===== src/rtl/interval_arbiter_pkg.sv =====
// Shared types, default sizes and the round-robin pick helper for interval_arbiter.
package interval_arbiter_pkg;

  localparam int DEF_NUM_REQ = 4;
  localparam int DEF_WIDTH   = 8;
  localparam int MAX_REQ     = 8;
  localparam int MAX_IDW     = 3;

  typedef enum logic [1:0] {
    IDLE = 2'd0,
    RUN  = 2'd1,
    DONE = 2'd2
  } state_e;

  typedef struct packed {
    logic               valid;
    logic [MAX_IDW-1:0] idx;
  } rr_pick_t;

  // Search starts one past the last winner and wraps modulo num_req; the
  // request vector is zero-extended to MAX_REQ so one function serves all sizes.
  function automatic rr_pick_t rr_pick(input logic [MAX_REQ-1:0] req_vec,
                                       input logic [MAX_IDW-1:0] last_idx,
                                       input int                 num_req);
    rr_pick_t           res;
    int                 cand;
    logic [MAX_IDW-1:0] cand_idx;
    res = '0;
    for (int k = 1; k <= MAX_REQ; k++) begin
      cand     = (int'(last_idx) + k) % num_req;
      cand_idx = cand[MAX_IDW-1:0];
      if ((k <= num_req) && !res.valid && req_vec[cand_idx]) begin
        res.valid = 1'b1;
        res.idx   = cand_idx;
      end
    end
    return res;
  endfunction

endpackage


===== src/rtl/interval_arbiter_up_counter.sv =====
// Shared interval counter: synchronous active-low reset, clear beats enable.
module up_counter import interval_arbiter_pkg::*; #(
  parameter int WIDTH = DEF_WIDTH
) (
  input  logic             clk,
  input  logic             reset,
  input  logic             clear,
  input  logic             enable,
  output logic [WIDTH-1:0] q
);

  // Counter register: reset, then clear, then count up when enabled.
  always_ff @(posedge clk) begin
    if (!reset) begin
      q <= {WIDTH{1'b0}};
    end else if (clear) begin
      q <= {WIDTH{1'b0}};
    end else if (enable) begin
      q <= q + {{(WIDTH-1){1'b0}}, 1'b1};
    end else begin
      q <= q;
    end
  end

endmodule


===== src/rtl/interval_arbiter.sv =====
// Round-robin arbiter that lends one up-counter to a requester for a timed
// interval, pulsing done when the latched length has been counted out.
module interval_arbiter import interval_arbiter_pkg::*; #(
  parameter int NUM_REQ = DEF_NUM_REQ,
  parameter int WIDTH   = DEF_WIDTH,
  parameter int IDW     = $clog2(NUM_REQ)
) (
  input  logic                     clk,
  input  logic                     reset,
  input  logic [NUM_REQ-1:0]       req,
  input  logic [NUM_REQ*WIDTH-1:0] len,
  output logic [NUM_REQ-1:0]       grant,
  output logic                     busy,
  output logic [WIDTH-1:0]         count,
  output logic                     done,
  output logic [IDW-1:0]           done_id
);

  state_e               state_q, state_d;
  logic [IDW-1:0]       owner_q, owner_d;
  logic [IDW-1:0]       last_id_q, last_id_d;
  logic [WIDTH-1:0]     target_q, target_d;
  logic [NUM_REQ-1:0]   grant_q, grant_d;
  logic                 busy_q, busy_d;
  logic                 done_q, done_d;
  logic [IDW-1:0]       done_id_q, done_id_d;

  logic [MAX_REQ-1:0]   req_ext_s;
  rr_pick_t             pick_s;
  logic [IDW-1:0]       winner_s;
  logic                 pick_unused_s;
  logic                 cnt_clear_s;
  logic                 cnt_en_s;
  logic [WIDTH-1:0]     count_s;

  assign req_ext_s     = MAX_REQ'(req);
  assign pick_s        = rr_pick(req_ext_s, MAX_IDW'(last_id_q), NUM_REQ);
  assign winner_s      = pick_s.idx[IDW-1:0];
  assign pick_unused_s = ^pick_s.idx;

  up_counter #(.WIDTH(WIDTH)) u_counter (
    .clk    (clk),
    .reset  (reset),
    .clear  (cnt_clear_s),
    .enable (cnt_en_s),
    .q      (count_s)
  );

  // Next-state, latch and counter-control logic; abort outranks target match.
  always_comb begin
    state_d     = state_q;
    owner_d     = owner_q;
    last_id_d   = last_id_q;
    target_d    = target_q;
    grant_d     = grant_q;
    done_d      = 1'b0;
    done_id_d   = done_id_q;
    cnt_clear_s = 1'b0;
    cnt_en_s    = 1'b0;
    case (state_q)
      IDLE: begin
        cnt_clear_s = 1'b1;
        grant_d     = {NUM_REQ{1'b0}};
        if (pick_s.valid) begin
          state_d   = RUN;
          owner_d   = winner_s;
          last_id_d = winner_s;
          target_d  = len[winner_s*WIDTH +: WIDTH];
          grant_d   = {{(NUM_REQ-1){1'b0}}, 1'b1} << winner_s;
        end else begin
          state_d   = IDLE;
        end
      end
      RUN: begin
        if (!req[owner_q]) begin
          state_d     = IDLE;
          grant_d     = {NUM_REQ{1'b0}};
          cnt_clear_s = 1'b1;
        end else if (count_s == target_q) begin
          state_d   = DONE;
          grant_d   = {NUM_REQ{1'b0}};
          done_d    = 1'b1;
          done_id_d = owner_q;
        end else begin
          cnt_en_s  = 1'b1;
        end
      end
      DONE: begin
        state_d     = IDLE;
        grant_d     = {NUM_REQ{1'b0}};
        cnt_clear_s = 1'b1;
      end
      default: begin
        state_d     = IDLE;
        grant_d     = {NUM_REQ{1'b0}};
        cnt_clear_s = 1'b1;
      end
    endcase
    busy_d = (state_d != IDLE);
  end

  // State, pointer and registered-output update with synchronous reset.
  always_ff @(posedge clk) begin
    if (!reset) begin
      state_q   <= IDLE;
      owner_q   <= {IDW{1'b0}};
      last_id_q <= IDW'(NUM_REQ - 1);
      target_q  <= {WIDTH{1'b0}};
      grant_q   <= {NUM_REQ{1'b0}};
      busy_q    <= 1'b0;
      done_q    <= 1'b0;
      done_id_q <= {IDW{1'b0}};
    end else begin
      state_q   <= state_d;
      owner_q   <= owner_d;
      last_id_q <= last_id_d;
      target_q  <= target_d;
      grant_q   <= grant_d;
      busy_q    <= busy_d;
      done_q    <= done_d;
      done_id_q <= done_id_d;
    end
  end

  assign grant   = grant_q;
  assign busy    = busy_q;
  assign count   = count_s;
  assign done    = done_q;
  assign done_id = done_id_q;

endmodule

===== config.mk =====
export PLATFORM = sky130hd
export DESIGN_NAME = interval_arbiter
export DESIGN_NICKNAME = d
export VERILOG_FILES = /design/src/rtl/interval_arbiter_pkg.sv /design/src/rtl/interval_arbiter_up_counter.sv /design/src/rtl/interval_arbiter.sv
export SDC_FILE = /design/constraint.sdc
export NUM_CORES = 1
export LEC_CHECK = 0
export CORE_MARGIN = 2
export CORE_UTILIZATION = 40
export CTS_CLUSTER_DIAMETER = 50
export DETAILED_ROUTE_END_ITERATION = 10
export PLACE_DENSITY = 0.77
export SLEW_MARGIN = 25
export SYNTH_ARGS = -nofsm -noshare
export SYNTH_HDL_FRONTEND = slang
export SYNTH_SLANG_ARGS = --single-unit

===== constraint.sdc =====
create_clock -name clk -period 2 [get_ports clk]
set_input_delay 0.4 -clock clk [delete_from_list [all_inputs] [get_ports clk]]
set_output_delay 0.4 -clock clk [all_outputs]
set_load 0.01 [all_outputs]

== Word level (Yosys, flattened, before mapping) ==
Index checks and enable logic that the tools add are counted.
Word-level totals
  bits in registers: 30
  bits in latches: 0
  bits in writable memories: 0
  bits in read-only memories: 0
  bits of input ports: 38
  output and inout bits: 16
  logic and storage cells: 73
  memories: 0
Operators by class
  $add $sub $neg: 5
  multipliers: 0
  divide/modulo/power cells: 0
  $lt $le $gt $ge: 5
  equality and inequality tests: 3
  shift-type cells: 2
  muxes and demuxes: 28
  bitwise gates (word level): 5
  reduce and logical (&&, ||, !) cells: 16
Operators with widths (number)
  $shiftx A32 B6 Y8: 1
  $mux W4: 7
  $lt A3 B4 Y1 const B: 4
  $bmux W1 S3: 4
  $mux W1: 12
  $reduce_or A2 Y1: 5
  $add A8 B1 Y8 const B: 1
  $eq A8 B8 Y1: 1
  $pmux W4 S2: 1
  $reduce_and A3 Y1: 2
  $add A2 B1 Y2 const B: 2
  $add A2 B2 Y2 const B: 2
  $and A1 B1 Y1 const A: 4
  $mux W2: 2
  $pmux W2 S2: 1
  $shl A1 B2 Y4 const A: 1
  $logic_and A1 B1 Y1: 3
  $logic_not A1 Y1: 3
  $lt A2 B3 Y1 const B: 1
  $ne A3 B3 Y1 const B: 1
  $bmux W1 S2: 1
  $eq A2 B1 Y1 const B: 1
  $logic_not A2 Y1: 1
  $reduce_and A2 Y1: 1
  2 further kinds: 2

== Depth between registers and ports, before layout ==
Gate-level depths: netlist of the first run.
  word-level depth: 18
  gate-level depth with buffers: 6
  gate-level depth less buffers: 5

== Hierarchy ==
Synthesis of the first run repeated with hierarchy kept, for this count alone.
Second synthesis, totals
  cell total of the unflattened synthesis: 181
  area, all modules: 1616.6 µm²
Modules (own cells, without submodules)
  interval_arbiter: times used 1, cells an instance 143, area an instance 1277.5 µm², seq. area each 440.4 µm²
  up_counter: times used 1, cells an instance 38, area an instance 339.1 µm², seq. area each 160.2 µm²

== Least setup slack after synthesis of the first run ==
Ideal clock, no wire load.
  kind: register to register
  start point: reg u_counter.q[2]
  end point: reg u_counter.q[7]
  library setup time: 0.072 ns
  arrival: 1.634 ns
  required time: 1.928 ns
  path slack: 0.294 ns
  cell stages (with the launch flop): 6
  path buffers: 0
  clock period less this slack: 1.706 ns
  path through: dfxtp_1 xor2_1 nor4_2 a211o_1 or4_1 a21oi_1
Between the ends
  cells in the longest elaborated chain, start to end: 4
  elaborated cells between the ends (all ways): 5
  those cells by class: add/sub (1); eq/ne (1); mux (3)
Ends and longest elaborated chain
  from (decl): line interval_arbiter_up_counter.sv:9  | output logic [WIDTH-1:0] q
  from (signal assigned): line interval_arbiter_up_counter.sv:15  | q <= {WIDTH{1'b0}};
  from (signal assigned): line interval_arbiter_up_counter.sv:17  | q <= {WIDTH{1'b0}};
  from (signal assigned): line interval_arbiter_up_counter.sv:19  | q <= q + {{(WIDTH-1){1'b0}}, 1'b1};
  $eq A8 B8 Y1: line interval_arbiter.sv:79  | end else if (count_s == target_q) begin
  $mux W1: line interval_arbiter.sv:79
  $mux W1: line interval_arbiter.sv:75  | if (!req[owner_q]) begin
  $mux W1: line interval_arbiter.sv:60  | case (state_q)
Several ways; a longest one is shown, not always the timed one.
A chain may end at the register's enable or synchronous reset.

== Worst setup path in the final report of the first run ==
  start point: reg u_counter.q[7]
  end point: reg u_counter.q[3]
Between the ends
  cells in the longest elaborated chain, start to end: 4
Ends and longest elaborated chain (line)
  $eq A8 B8 Y1: interval_arbiter.sv:79
  $mux W1: interval_arbiter.sv:79
  $mux W1: interval_arbiter.sv:75
  $mux W1: interval_arbiter.sv:60
Every way passes these cells.

==> results of run 1 <==
## worst max path at each step
| stage | startpoint | endpoint | slack [ps] | depth (start not counted) |
|---|---|---|---|---|
| 2_1_floorplan | u_counter.q[2] | u_counter.q[7] | 290 | 5 |
| 3_3_place_gp | req[0] | u_counter.q[7] | -230 | 6 |
| 3_5_place_dp | req[0] | u_counter.q[3] | -300 | 7 |
| 4_1_cts | req[1] | target_q[7] | 50 | 5 |
| 5_1_grt | target_q[2] | u_counter.q[3] | -20 | 7 |
| 6_report | u_counter.q[7] | u_counter.q[3] | 100 | 7 |
## sequential cells by signal, summed over array words and instances (netlist names)
| register | flops |
|---|---|
| busy | 1 |
| done | 1 |
| done_id | 2 |
| grant | 4 |
| last_id_q | 2 |
| owner_q | 2 |
| state_q | 2 |
| target_q | 8 |
| u_counter.q | 8 |
## kinds of logic (layout without fill, tap and decap cells)
group	after synthesis	in the layout	share of synthesized area, %
xor+xnor	10	10	5.74
simple gates	48	48	16.8
fa+ha+maj	1	1	0.820
buf+inv	10	91	2.87
mux	17	17	11.2
compound gates	51	51	23.1
flops	30	30	39.4
## cells in the mapped netlist
library cell,count
o21ai_0,14
buf_2,2
buf_4,1
o21ai_1,1
o32ai_1,1
ha_1,1
a311oi_1,1
mux2i_1,16
nand4_1,1
nor3b_1,1
o31ai_1,3
inv_1,4
a21boi_0,3
nor4_2,2
clkbuf_1,3
nor2b_1,4
o21a_1,1
xnor2_1,2
or2_2,1
a311o_1,1
or4_1,1
a211o_1,2
a211oi_1,4
nand3_1,5
mux2_1,1
nand2_2,1
a21boi_1,1
a32oi_1,1
a22oi_1,1
and2_1,2
a21oi_1,6
o2bb2ai_1,2
and3_1,2
nand2_1,8
nor2_1,13
nand2b_1,2
xor2_1,8
a221oi_1,9
or3_1,5
dfxtp_1,30
## power by group through the flow
stage	sequential (mW)	combinational, mW	clock [mW]
global route	0.707	0.634	0.811
finish	0.699	0.582	0.767
floorplan	0.707	0.290	0
CTS	0.698	0.580	0.779
global placement	0.711	0.566	0
detailed placement	0.711	0.576	0
## layer usage
| metal | part of all wire (%) | vias up | global-route usage, % |
|---|---|---|---|
| met5 | 0 | - | 0 |
| met4 | 1.3 | 0 | 7.55 |
| met3 | 5.0 | 5 | 6.34 |
| met2 | 52 | 46 | 36.4 |
| met1 | 42 | 739 | 23.8 |
| li1 | - | 787 | - |
## final cells by class
cell class	instances	area, um2	area share [%]
Sequential cell	30	602	24.2
Timing Repair Buffer	79	754	30.4
Inverter	4	15.0	0.605
Multi-Input combinational cell	127	908	36.6
Tap cell	48	60.1	2.42
Clock buffer	6	82.6	3.33
Clock inverter	2	60.1	2.42
## worst min-delay path, cell delays in order (launching register included)
cell	delay, ps
dfxtp_1	310
o31ai_1	60
a21boi_1	60
## what timing repair did
action	4_1_cts	5_1_grt
pin swaps	0	2
endpoints found under the setup margin	2	12
gates resized for setup	1	5
## through the flow
stage	hold slack, ps	utilization [%]	power [mW]
2_1_floorplan	456	-	0.997
3_3_place_gp	458	63.5	1.28
3_5_place_dp	475	63.5	1.29
4_1_cts	489	67.4	2.06
5_1_grt	519	67.8	2.15
6_report	481	67.8	2.05
==> out/metrics.cfg, run 1 <==
[clock_network]
cts-root-buf = clkbuf_8
cts_setup_buffers = 0
htree_levels = 2
clockBufferDepth = 2
cts_sinks = 30
clk_latency_ps = 290
hold_buffers = 0
cts.clk_slew.worst_paths_ps = 70
cts-buffers-inserted = 5
tritoncts = done

[timing]
min_period_over_period_pct = 95.0
setup_ws_ps = 101
totalNegativeSetupSlack_ps = 0
finalHoldViolCount = 0
min_period_ps = 1900
skew_ps = 6.44
setup_viol = 0
final_max_slew_viol_count = 0
rsz0062_at_grt = yes
tightest_slew_ps = 373
slew_headroom_pct = 75.1
fmax_ghz = 0.527

[critical_path]
worstReg2RegStart = u_counter.q[7]
cpMaxStageDelayCell = dfxtp_1
slowest_delay_ps = 400
cp_max_fo = 8
r2r_setup_slack_ps = 100
worstSetupStartpointType = flip-flop
path_cells = xor2_1, nor4_2, buf_4, a211o_1, buf_4, or3_1, a21oi_1
crit_family = compound AO/OA/AOI/OAI gates
cp.required_ps = 2220
cp_num_buf_inv = 2
end_kind = flip-flop
worst-setup-path-type = reg -> reg
r2r_cells = 7
r2r_end = u_counter.q[3]
crit_arrival_ps = 2120
cpMostUsedCell = buf_4

[finish]
antennaDiodeCount = 0
final_common_cell = clkdlybuf4s50_1
layout_common_cells = clkdlybuf4s50_1 (50), dfxtp_1 (29), buf_4 (24)
nFillCells = 317
final_area_mm2 = 0.00248
area_delta_synth_final_pct = 62.8
layoutNonFillerInstCount = 296
fin_nets = 286
drive_gt1_share_pct = 16.9

[detailed_routing]
dr_total_vias = 1577
vias_per_cell = 5.33
drtIter0Drc = 70
drt_wl_total_mm = 4.02
drt_pass1_iterations = 4
wl_per_cell_um = 13.6
ant_nets = 0
drc = 0

[grt]
grt_pass1_wl_mm = 6.80
grt_pass1_vias = 1571
antenna_found_initial = 0
grt_max_degree = 21
grt_overflow_total = 0
grt_use_total_pct = 20.8

[pwr]
pwr-share-seq_pct = 34.1
clkPwrFrac_pct = 37.5
power_per_cell_area_mw_per_mm2 = 825
power_leakage_nw = 1.02
p_switching_uw = 544
comb_power_share_pct = 28.4
p_sw_share_pct = 26.6
ir_drop_uv = 463
p_int_mw = 1.50

[placed_design]
dp.cells = 288
gp_routability_congestion = 0.881
dp_hpwl_mm = 3.08
dp_slack_ps = -305
port_buffers = 53
placed_area_mm2 = 0.00233

[logic_synthesis]
seq_area_frac_synth_pct = 39.4
synth_top_area_share_pct = 39.4
synth.avg_cell_area_um2 = 9.13
synth_area_mm2 = 0.00153
ys_ff_latch = 30
synth.distinct_cells = 40
synth_warnings = 0
synthTopCellsByArea = dfxtp_1 (39%), mux2i_1 (11%), a221oi_1 (5.2%)
netlist_instances = 167
syn_nets = 206
yosysTopAreaCell = dfxtp_1

[min_path]
hold_end = done_id[1]
hold_path_class = reg -> reg
min_from = done_id[1]
hold_depth = 2

[die]
die_h_um = 65.8
ios = 54
core_area_mm2 = 0.00366
dieArea_mm2 = 0.00432
die_w_um = 65.8
initial_utilization_pct = 41.7
rows = 22

[run_status]
outcome = complete, no violations

[flow_run]
maxCapViolations = 0

Note: power is estimated with default switching activity, not from simulation.
==> inputs of run 2 (changes only) <==
--- a/config.mk
+++ b/config.mk
@@ -10,6 +10,7 @@
 export CTS_CLUSTER_DIAMETER = 50
 export DETAILED_ROUTE_END_ITERATION = 10
 export PLACE_DENSITY = 0.77
+export RECOVER_POWER = 50
 export SLEW_MARGIN = 25
 export SYNTH_ARGS = -nofsm -noshare
 export SYNTH_HDL_FRONTEND = slang
==> out/metrics.cfg, run 2 (synthesis gave the netlist of run 1 again) <==
[grt]
grt_pass1_wl_mm = 6.80  ; unchanged
grt_max_degree = 21  ; unchanged
grt_overflow_total = 0  ; unchanged
antenna_found_initial = 0  ; unchanged
grt_use_total_pct = 20.8  ; unchanged
grt_pass1_vias = 1571  ; unchanged

[timing]
setup_viol = 0  ; unchanged
finalHoldViolCount = 0  ; unchanged
rsz0062_at_grt = yes  ; unchanged
final_max_slew_viol_count = 0  ; unchanged
hold_ws_ps = 484  ; was 481 ps
slew_headroom_pct = 75.3  ; was 75.1%
fmax_ghz = 0.527  ; about the same
skew_ps = 6.47  ; was 6.44 ps
min_period_over_period_pct = 94.9  ; was 95.0%
min_period_ps = 1900  ; about the same
tightest_slew_ps = 370  ; was 373 ps

[clock_network]
cts_sinks = 30  ; unchanged
cts-root-buf = clkbuf_8  ; unchanged
cts.clk_slew.worst_paths_ps = 70  ; about the same
htree_levels = 2  ; unchanged
clockBufferDepth = 2  ; unchanged
cts-buffers-inserted = 5  ; unchanged
clk_latency_ps = 290  ; about the same
tritoncts = done  ; unchanged

[detailed_routing]
dr_total_vias = 1580  ; was 1577
drt_pass1_iterations = 4  ; unchanged
drtIter0Drc = 71  ; was 70
vias_per_cell = 5.34  ; was 5.33
ant_nets = 0  ; unchanged
drt_wl_total_mm = 4.01  ; was 4.02 mm
drc = 0  ; unchanged
wl_per_cell_um = 13.6  ; about the same

[min_path]
hold_path_class = reg -> reg  ; unchanged

[finish]
final_area_mm2 = 0.00248  ; unchanged
fin_nets = 286  ; unchanged
drive_gt1_share_pct = 16.9  ; unchanged
antennaDiodeCount = 0  ; unchanged
area_delta_synth_final_pct = 62.8  ; unchanged
final_common_cell = clkdlybuf4s50_1  ; unchanged
layout_common_cells = clkdlybuf4s50_1 (35), dfxtp_1 (29), buf_4 (24)  ; was clkdlybuf4s50_1 (50), dfxtp_1 (29), buf_4 (24)

[pwr]
p_sw_share_pct = 26.6  ; about the same
pwr-share-seq_pct = 34.2  ; was 34.1%
p_switching_uw = 544  ; about the same
power_leakage_nw = 1.07  ; was 1.02 nW
ir_drop_uv = 463  ; about the same
comb_power_share_pct = 28.2  ; was 28.4%
p_int_mw = 1.50  ; about the same
power_per_cell_area_mw_per_mm2 = 823  ; was 825 mW/mm2
clkPwrFrac_pct = 37.6  ; was 37.5%

[placed_design]
placed_area_mm2 = 0.00233  ; unchanged
dp_hpwl_mm = 3.08  ; unchanged
gp_routability_congestion = 0.881  ; unchanged
port_buffers = 53  ; unchanged

[die]
core_area_mm2 = 0.00366  ; unchanged
die_h_um = 65.8  ; unchanged
dieArea_mm2 = 0.00432  ; unchanged
die_w_um = 65.8  ; unchanged
ios = 54  ; unchanged
initial_utilization_pct = 41.7  ; unchanged
rows = 22  ; unchanged

[critical_path]
path_cells = xor2_1, nor4_2, buf_4, a211o_1, buf_4, or3_1, a21oi_1  ; unchanged
end_kind = flip-flop  ; unchanged
cpMaxStageDelayCell = dfxtp_1  ; unchanged
cp_num_buf_inv = 2  ; unchanged
worstSetupStartpointType = flip-flop  ; unchanged
crit_arrival_ps = 2110  ; was 2120 ps
cpMostUsedCell = buf_4  ; unchanged
slowest_delay_ps = 400  ; about the same
cp_max_fo = 8  ; unchanged
worst-setup-path-type = reg -> reg  ; unchanged
cp.required_ps = 2220  ; about the same
crit_family = compound AO/OA/AOI/OAI gates  ; unchanged

[run_status]
outcome = complete, no violations  ; unchanged

[flow_run]
maxCapViolations = 0  ; unchanged

-- run 2: changes by cell type in the layout (fill, tap and decap cells not counted), sizes merged --
| cell | delta |
|---|---|
| clkdlybuf4s50 | -15 |
| dlygate4sd3 | +15 |
-- run 2: layout make-up --
class / count / area [um2]
clock buffer: 6 / 82.6
multi-input combinational: 127 / 908
timing repair buffer: 79 / 754
fill: 317 / 1180
clock inverter: 2 / 60.1
tap: 48 / 60.1
sequential: 30 / 602
inverter: 4 / 15.0
-- run 2: final timing paths --
check                               startpoint              to  slack, ps  cells after the start
worst max-delay path            u_counter.q[7]  u_counter.q[3]        100                      7
worst min-delay path                done_id[0]      done_id[0]        480                      2
worst max register to register  u_counter.q[7]  u_counter.q[3]        100                      7
worst min register to register      done_id[0]      done_id[0]        480                      2
-- run 2: stage by stage --
step | std cells | util (%) | setup TNS (ps) | setup WS (ps) | total power, mW
global placement | 288 | 63.5 | -3400 | -233 | 1.28
CTS | 296 | 67.4 | 0 | 46.0 | 2.06
finish | 296 | 67.8 | 0 | 102 | 2.04
detailed placement | 288 | 63.5 | -4430 | -305 | 1.29
global route | 296 | 67.8 | -19.2 | -19.2 | 2.15
floorplan | 167 | - | 0 | 294 | 0.997
-- run 2: routing by layer --
layer  wire (um)  GRT usage (%)  share of wire, %  vias up
met4          53           7.55               1.3        0
met3         224           6.34               5.6        5
met1        1680           23.8                42      741
li1            -              -                 -      786
met2        2060           36.4                51       48
met5           0              0                 0        -
-- run 2: what timing repair did --
| item | 4_1_cts | 5_1_grt |
|---|---|---|
| hold buffers | 0 | 0 |
| setup endpoints to repair | 2 | 12 |
| setup buffers | 0 | 0 |
| pin swaps | 0 | 2 |
| resized for setup | 1 | 5 |
-- run 2: worst reg2reg max path, stage by stage, from the launching register on --
cell	delay [ps]
dfxtp_1	400
xor2_1	210
nor4_2	70
buf_4	160
a211o_1	310
buf_4	180
or3_1	340
a21oi_1	160
-- run 2: power groups by stage --
stage / sequential, mW / clock [mW] / combinational, mW
4_1_cts: 0.698 / 0.779 / 0.580
3_5_place_dp: 0.711 / 0 / 0.576
2_1_floorplan: 0.707 / 0 / 0.290
6_report: 0.698 / 0.769 / 0.576
3_3_place_gp: 0.711 / 0 / 0.566
5_1_grt: 0.706 / 0.811 / 0.630
==> inputs of run 3 (changes only) <==
--- a/config.mk
+++ b/config.mk
@@ -6,10 +6,10 @@
 export NUM_CORES = 1
 export LEC_CHECK = 0
 export CORE_MARGIN = 2
-export CORE_UTILIZATION = 40
+export CORE_UTILIZATION = 45
 export CTS_CLUSTER_DIAMETER = 50
 export DETAILED_ROUTE_END_ITERATION = 10
-export PLACE_DENSITY = 0.77
+export PLACE_DENSITY = 0.85
 export RECOVER_POWER = 50
 export SLEW_MARGIN = 25
 export SYNTH_ARGS = -nofsm -noshare
==> constraint.sdc (replaced) <==
create_clock -name clk -period 2.25 [get_ports clk]
set_input_delay 0.45 -clock clk [delete_from_list [all_inputs] [get_ports clk]]
set_output_delay 0.45 -clock clk [all_outputs]
set_load 0.01 [all_outputs]
==> out/metrics.cfg, run 3 (synthesis gave the netlist of run 1 again) <==
[critical_path]
cpMaxStageDelayCell = dlygate4sd3_1  ; was dfxtp_1
slowest_delay_ps = 580  ; was 400 ps
end_kind = flip-flop  ; unchanged
worstSetupStartpointType = input pin  ; was flip-flop
crit_family = buffers and inverters  ; was compound AO/OA/AOI/OAI gates
worst-setup-path-type = in -> reg  ; was reg -> reg
crit_arrival_ps = 2290  ; was 2110 ps
path_cells = dlygate4sd3_1, mux2_1, o21ai_0, buf_4, buf_4, nor2_1, nand2_1, nor2_1  ; was xor2_1, nor4_2, buf_4, a211o_1, buf_4, or3_1, a21oi_1
cp_max_fo = 10  ; was 8
cp.required_ps = 2450  ; was 2220 ps
cp_num_buf_inv = 3  ; was 2

[finish]
antennaDiodeCount = 0  ; unchanged
fin_util_pct = 69.9  ; was 67.8%
area_delta_synth_final_pct = 50.5  ; was 62.8%
final_area_mm2 = 0.00230  ; was 0.00248 mm2
final_common_cell = clkdlybuf4s50_1  ; unchanged
fin_nets = 280  ; was 286
drive_gt1_share_pct = 11.6  ; was 16.9%
layout_common_cells = clkdlybuf4s50_1 (37), dfxtp_1 (30), mux2i_1 (16), dlygate4sd3_1 (16), buf_4 (16)  ; was clkdlybuf4s50_1 (35), dfxtp_1 (29), buf_4 (24)
layoutNonFillerInstCount = 287  ; was 296

[timing]
final_max_slew_viol_count = 0  ; unchanged
skew_ps = 11.3  ; was 6.47 ps
slew_headroom_pct = 60.9  ; was 75.3%
finalHoldViolCount = 0  ; unchanged
setup_ws_ps = 164  ; was 102 ps
min_period_over_period_pct = 92.7
rsz0062_at_grt = no  ; was yes
totalNegativeSetupSlack_ps = 0  ; unchanged
setup_viol = 0  ; unchanged
fmax_ghz = 0.479
min_period_ps = 2090
tightest_slew_ps = 584  ; was 370 ps

[pwr]
power_per_cell_area_mw_per_mm2 = 607  ; was 823 mW/mm2
p_sw_share_pct = 32.0  ; was 26.6%
p_switching_uw = 447  ; was 544 uW
comb_power_share_pct = 34.5  ; was 28.2%
power_leakage_nw = 0.957  ; was 1.07 nW
pwr-share-seq_pct = 44.5  ; was 34.2%
p_int_uw = 948  ; was 1.50 mW
clkPwrFrac_pct = 20.9  ; was 37.6%
ir_drop_uv = 314  ; was 463 uV

[run_status]
outcome = complete, no violations  ; unchanged

[detailed_routing]
wl_per_cell_um = 13.7  ; was 13.6 um
drtIter0Drc = 50  ; was 71
drc = 0  ; unchanged
dr_total_vias = 1581  ; was 1580
drt_wl_total_mm = 3.93  ; was 4.01 mm
drt_pass1_iterations = 4  ; unchanged
vias_per_cell = 5.51  ; was 5.34
ant_nets = 0  ; unchanged

[grt]
grt_pass1_vias = 1517  ; was 1571
antenna_found_initial = 0  ; unchanged
grt_pass1_wl_mm = 6.79  ; was 6.80 mm
grt_max_degree = 22  ; was 21
grt_use_total_pct = 21.9  ; was 20.8%
grt_overflow_total = 0  ; unchanged

[flow_run]
maxCapViolations = 0  ; unchanged

[clock_network]
hold_buffers = 0  ; unchanged
htree_levels = 2  ; unchanged
clockBufferDepth = 2  ; unchanged
cts.clk_slew.worst_paths_ps = 90  ; was 70 ps
clk_latency_ps = 330  ; was 290 ps
cts-buffers-inserted = 5  ; unchanged
tritoncts = done  ; unchanged
cts-root-buf = clkbuf_4  ; was clkbuf_8
ctsResizeCount = 0  ; was 1
cts_setup_buffers = 0  ; unchanged
cts_sinks = 30  ; unchanged

[die]
die_w_um = 62.2  ; was 65.8 um
rows = 21  ; was 22
ios = 54  ; unchanged
core_area_mm2 = 0.00328  ; was 0.00366 mm2
dieArea_mm2 = 0.00387  ; was 0.00432 mm2
initial_utilization_pct = 46.4  ; was 41.7%
die_h_um = 62.2  ; was 65.8 um

[min_path]
hold_path_class = reg -> reg  ; unchanged

[placed_design]
dp.cells = 280  ; was 288
dp_slack_ps = -114  ; was -305 ps
port_buffers = 53  ; unchanged
dp_hpwl_mm = 2.97  ; was 3.08 mm
placed_area_mm2 = 0.00227  ; was 0.00233 mm2
gp_routability_congestion = 0.860  ; was 0.881

-- run 3: changes by cell type in the layout (fill, tap and decap cells not counted), moves of 2 or more --
cell,change
clkdlybuf4s50_1,+2
clkbuf_4,+5
bufinv_16,-2
clkbuf_1,+3
buf_4,-8
dlymetal6s2s_1,-2
clkinv_2,+2
clkbuf_8,-6
-- run 3: path summary, 6_finish.rpt --
kind                         end  cells after the start            from  slack [ps]
setup / recovery  u_counter.q[5]                      8          req[2]         160
hold / removal        done_id[1]                      2      done_id[1]         470
setup reg to reg  u_counter.q[7]                      6  u_counter.q[2]         260
hold reg to reg       done_id[1]                      2      done_id[1]         470
-- run 3: cell type report --
class                      count  area (um2)
fill                         272         988
multi-input combinational    127         893
timing repair buffer          73         682
sequential                    30         601
tap                           46        57.6
clock buffer                   5        37.5
inverter                       4        15.0
clock inverter                 2        10.0
-- run 3: metrics by stage --
step | hold slack [ps] | total power, mW
2_1_floorplan | 456 | 0.886
3_3_place_gp | 456 | 1.12
3_5_place_dp | 462 | 1.13
4_1_cts | 479 | 1.42
5_1_grt | 514 | 1.48
6_report | 473 | 1.39
-- run 3: worst reg2reg max path, cell delays in order, from the launching register on --
cell and delay, ps:
dfxtp_1 470, xor2_1 180, nor4_1 70, clkbuf_1 180, a211o_1 360, or4_1 520, a21oi_1 150
-- run 3: power groups by stage --
stage / clock network [mW] / registers, mW / logic, mW
final: 0.292 / 0.621 / 0.482
after global routing: 0.327 / 0.628 / 0.525
after CTS: 0.299 / 0.621 / 0.498
after detailed placement: 0 / 0.632 / 0.497
after global placement: 0 / 0.632 / 0.485
after floorplan: 0 / 0.628 / 0.258
-- run 3: routing by layer --
| metal | vias to the layer above | track usage (%) | wire [um] |
|---|---|---|---|
| li1 | 778 | - | - |
| met1 | 749 | 25.6 | 1710 |
| met2 | 48 | 37.8 | 1950 |
| met3 | 6 | 5.80 | 214 |
| met4 | 0 | 9.44 | 57 |
| met5 | - | 0 | 0 |
